**config.mk**
```make
export PLATFORM = sky130hd
export DESIGN_NAME = jt10_adpcm_interp_acc
export DESIGN_NICKNAME = d
export VERILOG_FILES = /design/src/rtl/jt10_adpcm_pkg.sv /design/src/rtl/jt10_adpcm_interp_acc_sat.sv /design/src/rtl/jt10_adpcm_interp_acc.sv
export SDC_FILE = /design/constraint.sdc
export NUM_CORES = 1
export LEC_CHECK = 0
export ABC_AREA = 0
export CAP_MARGIN = 20
export CORE_MARGIN = 1.5
export CORE_UTILIZATION = 60
export DETAILED_ROUTE_END_ITERATION = 12
export HOLD_SLACK_MARGIN = 0.15
export PLACE_DENSITY = 0.79
export SLEW_MARGIN = 25
export SYNTH_ARGS = -nofsm -noshare
export SYNTH_HDL_FRONTEND = slang
export SYNTH_HIERARCHICAL = 1
export SYNTH_SLANG_ARGS = --single-unit
```
**constraint.sdc**
```tcl
create_clock -name clk -period 24.3 [get_ports clk]
set_input_delay 3.645 -clock clk [delete_from_list [all_inputs] [get_ports clk]]
set_output_delay 3.645 -clock clk [all_outputs]
set_load 0.02 [all_outputs]
```
**src/rtl/jt10_adpcm_pkg.sv**
```systemverilog
// Shared widths and reciprocal defaults for the JT10 ADPCM interpolating mixers.
package jt10_adpcm_pkg;

    localparam int DEF_RBITS = 8;

    function automatic int acc_w(input int w, input int guard);
        return w + guard;
    endfunction

    function automatic int phase_w(input int ups);
        return (ups < 2) ? 1 : $clog2(ups);
    endfunction

    // RECIP values are round(256/UPS), paired with DEF_RBITS
    function automatic int def_recip(input int ups);
        case (ups)
            2:       return 128;
            3:       return 85;
            4:       return 64;
            5:       return 51;
            6:       return 43;
            7:       return 37;
            8:       return 32;
            default: return 0;
        endcase
    endfunction

endpackage

```
**src/rtl/jt10_adpcm_interp_acc_sat.sv**
```systemverilog
// Combinational signed saturator IN_W -> OUT_W with a clip flag; shared by several mixers.
module jt10_adpcm_sat #(
    parameter int IN_W  = 19,
    parameter int OUT_W = 16
) (
    input  logic signed [IN_W-1:0]  din,
    output logic        [OUT_W-1:0] dout,
    output logic                    clip
);

    always_comb begin
        dout = din[OUT_W-1:0];
        clip = 1'b0;
        // In range only when all bits above the output sign bit copy the input sign
        if (din[IN_W-1:OUT_W-1] != {(IN_W-OUT_W+1){din[IN_W-1]}}) begin
            clip = 1'b1;
            dout = din[IN_W-1] ? {1'b1, {(OUT_W-1){1'b0}}} : {1'b0, {(OUT_W-1){1'b1}}};
        end
    end

endmodule

```
**src/rtl/jt10_adpcm_interp_acc.sv**
```systemverilog
// Time-multiplexed ADPCM channel accumulator with UPS-times linear interpolation and saturation.
// Define JT10_ADPCM_SATCNT_EN to add the sat_cnt clip counter port.
module jt10_adpcm_interp_acc
    import jt10_adpcm_pkg::*;
#(
    parameter int CH    = 6,
    parameter int W     = 16,
    parameter int GUARD = 3,
    parameter int UPS   = 3,
    parameter int RECIP = 85,
    parameter int RBITS = 8
) (
    input  logic          clk,
    input  logic          rst_n,
    input  logic          cen,
    input  logic [CH-1:0] cur_ch,
    input  logic          match,
    input  logic          en_sum,
    input  logic [W-1:0]  pcm_in,
    output logic [W-1:0]  pcm_out,
    output logic          out_valid
`ifdef JT10_ADPCM_SATCNT_EN
   ,output logic [7:0]    sat_cnt
`endif
);

    localparam int AW  = acc_w(W, GUARD);
    localparam int PW  = AW + RBITS + 1;
    localparam int PHW = phase_w(UPS);
    localparam logic [PHW-1:0]       LAST_PHASE = PHW'(UPS - 1);
    localparam logic signed [PW-1:0] RECIP_S    = PW'(RECIP);

    logic signed [AW-1:0] acc_q, acc_d, last_q, last_d, step_q, step_d, full_q, full_d;
    logic [PHW-1:0]       phase_q, phase_d;
    logic [W-1:0]         pcm_out_q, pcm_out_d;
    logic                 out_valid_q, out_valid_d;

    logic signed [AW-1:0] ext, sum_done, full_next, step_new;
    logic signed [PW-1:0] diff, prod;
    logic                 round_end, commit, clip;
    logic [W-1:0]         sat_val;
    logic                 unused_bits;

    jt10_adpcm_sat #(.IN_W(AW), .OUT_W(W)) u_sat (
        .din  (full_next),
        .dout (sat_val),
        .clip (clip)
    );

    always_comb begin
        ext       = (match && en_sum) ? {{GUARD{pcm_in[W-1]}}, pcm_in} : '0;
        sum_done  = cur_ch[0] ? ext : acc_q + ext;
        round_end = cen && cur_ch[CH-1];
        commit    = round_end && (phase_q == LAST_PHASE);
        // Full-width difference times reciprocal; taking bits above RBITS is a floor shift
        diff      = {{(PW-AW){sum_done[AW-1]}}, sum_done} - {{(PW-AW){last_q[AW-1]}}, last_q};
        prod      = diff * RECIP_S;
        step_new  = prod[RBITS +: AW];
        full_next = commit ? last_q : full_q + step_q;

        acc_d       = acc_q;
        last_d      = last_q;
        step_d      = step_q;
        full_d      = full_q;
        phase_d     = phase_q;
        pcm_out_d   = pcm_out_q;
        out_valid_d = 1'b0;
        if (cen) begin
            acc_d = sum_done;
        end
        if (round_end) begin
            phase_d     = commit ? '0 : phase_q + PHW'(1);
            full_d      = full_next;
            pcm_out_d   = sat_val;
            out_valid_d = 1'b1;
            if (commit) begin
                step_d = step_new;
                last_d = sum_done;
            end
        end
    end

    always_ff @(posedge clk or negedge rst_n) begin
        if (!rst_n) begin
            acc_q       <= '0;
            last_q      <= '0;
            step_q      <= '0;
            full_q      <= '0;
            phase_q     <= '0;
            pcm_out_q   <= '0;
            out_valid_q <= 1'b0;
        end else begin
            acc_q       <= acc_d;
            last_q      <= last_d;
            step_q      <= step_d;
            full_q      <= full_d;
            phase_q     <= phase_d;
            pcm_out_q   <= pcm_out_d;
            out_valid_q <= out_valid_d;
        end
    end

    assign pcm_out     = pcm_out_q;
    assign out_valid   = out_valid_q;
    assign unused_bits = ^{prod[PW-1], prod[RBITS-1:0], cur_ch};

`ifdef JT10_ADPCM_SATCNT_EN
    logic [7:0] sat_cnt_q, sat_cnt_d;

    always_comb begin
        sat_cnt_d = sat_cnt_q;
        if (round_end && clip && (sat_cnt_q != 8'hFF)) begin
            sat_cnt_d = sat_cnt_q + 8'd1;
        end
    end

    always_ff @(posedge clk or negedge rst_n) begin
        if (!rst_n) begin
            sat_cnt_q <= '0;
        end else begin
            sat_cnt_q <= sat_cnt_d;
        end
    end

    assign sat_cnt = sat_cnt_q;
`else
    logic unused_clip;
    assign unused_clip = clip;
`endif

endmodule
```
Yosys cells after proc, flatten, opt, wreduce, memory -nomap -nowiden
Cells that the tools add are included.
- output and inout port bits: 17
- word-level logic and storage cells: 25
- bits in registers: 95
- reductions and logical operators: 4
- add/sub/neg operators: 4
- eq/ne operators: 2
- $mul: 1
- muxes and demuxes: 7
- operators with widths (operator ; number):
    19-bit two-way mux ; 3
    19-bit adder ; 2
    16-bit two-way mux ; 2
    20-bit by 8-bit multiplier with 27-bit output (second input constant) ; 1
    19-bit by 19-bit subtractor with 20-bit output ; 1
    1-bit logical AND ; 3
    3-bit != test ; 1
    2-bit by 1-bit adder with 2-bit output (second input constant) ; 1
    2-bit equality test (second input constant) ; 1
    2-bit two-way mux ; 1
    2-bit AND reduction ; 1
    1-bit two-way mux ; 1

Depth between registers and ports, before layout
- word-level depth: 6
- depth in mapped cells: 40
- mapped depth without buffers: 39

By module
Netlist, hierarchy kept.
- by module, submodules not included (module ; cells each ; instances ; area each (µm²)):
    jt10_adpcm_interp_acc ; 1062 ; 1 ; 9252.6
    jt10_adpcm_sat ; 59 ; 1 ; 382.9

Worst setup path before layout
OpenSTA, ideal clock, no wires.
- path type: input-to-reg
- from: in match
- to: reg step_q[18]
- stages on the path: 39
- data required time: 24167 ps
- setup time: 133 ps
- buffers on the path: 1
- path slack: 12401 ps
- data arrival time: 11765 ps
- path through: buf_2 > and3_1 > ha_1 > fa_1 > maj3_2 > and3_4 > a2111oi_4 > o21ai_0 > a21oi_1 > xor2_1 > inv_1 > ha_1 > or3_1 > o2bb2ai_1 > a211oi_1 > o21a_1 > o21a_1 > o21a_1 > [... 3 more ...] > xnor2_1 > ha_1 > ha_1 > fa_1 > inv_1 > fa_1 > inv_1 > ha_1 > nand2_1 > o21ai_0 > a21o_1 > a221o_1 > a32o_1 > o41ai_2 > o21ai_0 > o2bb2ai_1 > xor2_1 > o21ai_0
- word-level cells in the longest chain between the ends: 6
- RTL lines (what ; RTL line ; text):
    from (decl) ; jt10_adpcm_interp_acc.sv:17 ; input logic match,
    1-bit logical AND (*) ; jt10_adpcm_interp_acc.sv:51 ; ext = (match && en_sum) ? {{GUARD{pcm_in[W-1]}}, pcm_in} : '0;
    19-bit two-way mux (*) ; jt10_adpcm_interp_acc.sv:51 ;
    19-bit adder ; jt10_adpcm_interp_acc.sv:52 ; sum_done = cur_ch[0] ? ext : acc_q + ext;
    19-bit two-way mux (*) ; jt10_adpcm_interp_acc.sv:52 ;
    via sum_done[6] ; jt10_adpcm_interp_acc.sv:38 ; logic signed [AW-1:0] ext, sum_done, full_next, step_new;
    19-bit by 19-bit subtractor with 20-bit output (*) ; jt10_adpcm_interp_acc.sv:56 ; diff = {{(PW-AW){sum_done[AW-1]}}, sum_done} - {{(PW-AW){last_q[AW-1]}}, last_q};
    20-bit by 8-bit multiplier with 27-bit output (*) ; jt10_adpcm_interp_acc.sv:57 ; prod = diff * RECIP_S;
    to (signal assigned) ; jt10_adpcm_interp_acc.sv:95 ; step_q <= step_d;
    to (decl) ; jt10_adpcm_interp_acc.sv:33 ; logic signed [AW-1:0] acc_q, acc_d, last_q, last_d, step_q, step_d, full_q, full_d;
Mark *: on every way through the listed nets, which the timed path passes. The rest lies on a longest branch.
A chain may end at the register's enable or synchronous reset.

Worst setup path in the final report
Same ends and word-level chain as after synthesis.

==> impl_metrics.tcl <==
set metrics [dict create \
    outcome "finished, final reports clean" \
    grt_pass1_vias 7463 \
    setup.worst_path.start "match" \
    finish.net_count 1324 \
    num_io_pins 44 \
    timing.max_slew.rel_slack 0.483 \
    setup.worst_path.end_class "flop" \
    die-width_um 130 \
    critical_path_depth 38 \
    path_common_cell "sky130_fd_sc_hd__ha_1" \
    die_y_um 130 \
    regToRegEndpoint "step_q[18]" \
    final.min_clock_period_ns 13.55 \
    hold_violations 0 \
    critical_path.top_delay_family "compound AO/OA/AOI/OAI gates" \
    ctsResizeCount 0 \
    path_depth_of_the_worst_reg2reg_path 36 \
    max_capacitance_violation_count 0 \
    worst_path_clk_slew_ns 0.08 \
    path_class "in -> reg" \
    syn_nets 1307 \
    cts.path.max_buffers 2 \
    cts_htree_levels 3 \
    timing.critical_path.slowest_cell_delay_ns 0.67 \
    num_rows 46 \
    detailed_place_hpwl_um 16500 \
    cp_data_arrival_time_ns 13.77 \
    final.period_utilization 0.558 \
    detailed_route_via_count 7825 \
    diodes 0 \
    gp_routability_congestion 0.926 \
    max_clock_freq_mhz 73.8 \
    layout-area-overhead-vs-synth_pct 9.16 \
    post-cts-setup-buffer-count 0 \
    setup_viol 0 \
    drive_above_1_share 0.0684 \
    path_max_fanout 13 \
    fin_setup_tns_ns 0 \
    hp-class "reg -> reg" \
    start_util 0.610 \
    timing.clock.skew_ns 0.0144 \
    cp_data_required_time_ns 24.51 \
    yosysWarnings 6 \
    cts_buffers 9 \
    count_of_port_buffers_added_during_placement 39 \
    floorplan.die_area_um2 16800 \
    r2r-start "acc_q[0]" \
    hold_buffers 0 \
    wirelength_um 21500 \
    worst_setup_path_start_kind "input port" \
    grt-ovfl-total 0 \
    insertion_delay_ns 0.35 \
    slew_violations 0 \
    critPathSlowestCell "sky130_fd_sc_hd__clkdlybuf4s50_1" \
    reg2reg_slack_ns 14.65 \
    viasPerCell 5.77 \
    cts_tree "built" \
    mappedNetlistArea_um2 9620 \
    core_region_area_um2 15800 \
    syn_avg_cell_area_um2 8.60 \
    postSynthCellCount 1118 \
    post_drt_wl_per_cell_um 15.8 \
    endpoint "step_q[18]" \
    grt_pass1_wl_um 35300 \
    max_slew.worst_pin.slew_ns 0.775 \
    unrepaired_setup_endpoints_after_global_routing "false" \
    clock-root-buffer "sky130_fd_sc_hd__clkbuf_16" \
    drcViolationCount 0 \
    clock_sinks 95 \
    drtPass1Iterations 5 \
    pin_count_of_the_biggest_net_entering_global_routing 79 \
    detail_route.iter0.violations 559 \
    final_antenna_net_count 0 \
    critical_path_buf_inv_count 3 \
    antenna_found_initial 0 \
    grtUsageTotal 0.265 \
]
## registers in the layout, summed over array words and instances (netlist names)
| signal | flops |
|---|---|
| out_valid | 1 |
| phase_q | 2 |
| step_q | 19 |
| full_q | 19 |
| pcm_out | 16 |
| last_q | 19 |
| acc_q | 19 |
## worst min-delay path by stage
stage	start	endpoint	slack, ns	cells after the start
2_1_floorplan	full_q[0]	full_q[0]	0.45	2
3_3_place_gp	last_q[13]	last_q[13]	0.46	2
3_5_place_dp	last_q[4]	last_q[4]	0.47	2
4_1_cts	last_q[4]	last_q[4]	0.49	2
5_1_grt	step_q[16]	step_q[16]	0.52	2
6_report	last_q[2]	last_q[2]	0.48	2
## tightest hold or removal path, stage by stage (launching register included)
cell                      delay [ns]
sky130_fd_sc_hd__dfrtp_1        0.34
sky130_fd_sc_hd__nand2_1        0.04
sky130_fd_sc_hd__o21ai_0        0.06
## area by class of cell
cell class | instances | area, µm²
Multi-Input combinational cell | 836 | 6520
Fill cell | 1366 | 5270
Sequential cell | 95 | 2380
Inverter | 145 | 544
Timing Repair Buffer | 48 | 459
Tap cell | 216 | 270
Clock buffer | 11 | 243
Clock inverter | 5 | 88.8
## layer usage
layer,up-vias,global-route usage,routed length (µm)
li1,3899,-,-
met1,3735,0.341,9460
met2,153,0.462,10700
met3,38,0.0396,748
met4,0,0.0797,502
met5,-,0,0
## cell usage in the layout, fill, tap and decap left out, types with 4 or more instances in the layout
| master | n |
|---|---|
| sky130_fd_sc_hd__xor2_1 | 30 |
| sky130_fd_sc_hd__mux2_2 | 33 |
| sky130_fd_sc_hd__nand3_1 | 10 |
| sky130_fd_sc_hd__fa_1 | 37 |
| sky130_fd_sc_hd__and2_1 | 4 |
| sky130_fd_sc_hd__nand2_1 | 104 |
| sky130_fd_sc_hd__or3_1 | 8 |
| sky130_fd_sc_hd__nand2b_1 | 9 |
| sky130_fd_sc_hd__a21boi_0 | 17 |
| sky130_fd_sc_hd__o211ai_1 | 6 |
| sky130_fd_sc_hd__nor4_1 | 17 |
| sky130_fd_sc_hd__and3_1 | 10 |
| sky130_fd_sc_hd__a31oi_1 | 9 |
| sky130_fd_sc_hd__nor2b_1 | 8 |
| sky130_fd_sc_hd__clkdlybuf4s50_1 | 38 |
| sky130_fd_sc_hd__mux2i_1 | 11 |
| sky130_fd_sc_hd__o21a_1 | 13 |
| sky130_fd_sc_hd__o21bai_1 | 6 |
| sky130_fd_sc_hd__inv_1 | 144 |
| sky130_fd_sc_hd__a21o_1 | 15 |
| sky130_fd_sc_hd__buf_4 | 9 |
| sky130_fd_sc_hd__clkbuf_16 | 9 |
| sky130_fd_sc_hd__nor2_1 | 74 |
| sky130_fd_sc_hd__ha_1 | 125 |
| sky130_fd_sc_hd__o22ai_1 | 6 |
| sky130_fd_sc_hd__xnor2_1 | 38 |
| sky130_fd_sc_hd__dfrtp_1 | 95 |
| sky130_fd_sc_hd__o31ai_1 | 10 |
| sky130_fd_sc_hd__o21ai_0 | 66 |
| sky130_fd_sc_hd__a21oi_1 | 82 |
| sky130_fd_sc_hd__nor3_1 | 29 |
## through the flow
step | cell area (µm²) | utilization | setup WS (ns) | hold WS [ns] | cells
CTS | 10500 | 0.665 | 10.77 | 0.486 | 1356
global route | 10500 | 0.666 | 10.15 | 0.523 | 1356
global placement | 10200 | 0.644 | 10.68 | 0.462 | 1340
detailed placement | 10200 | 0.644 | 10.45 | 0.472 | 1340
floorplan | 9620 | - | 12.40 | 0.450 | 1118
finish | 10500 | 0.666 | 10.75 | 0.484 | 1356
Power is left out: the tool's default activity adds up to more than one toggle a clock period on the data nets, which glitch-free logic cannot reach.
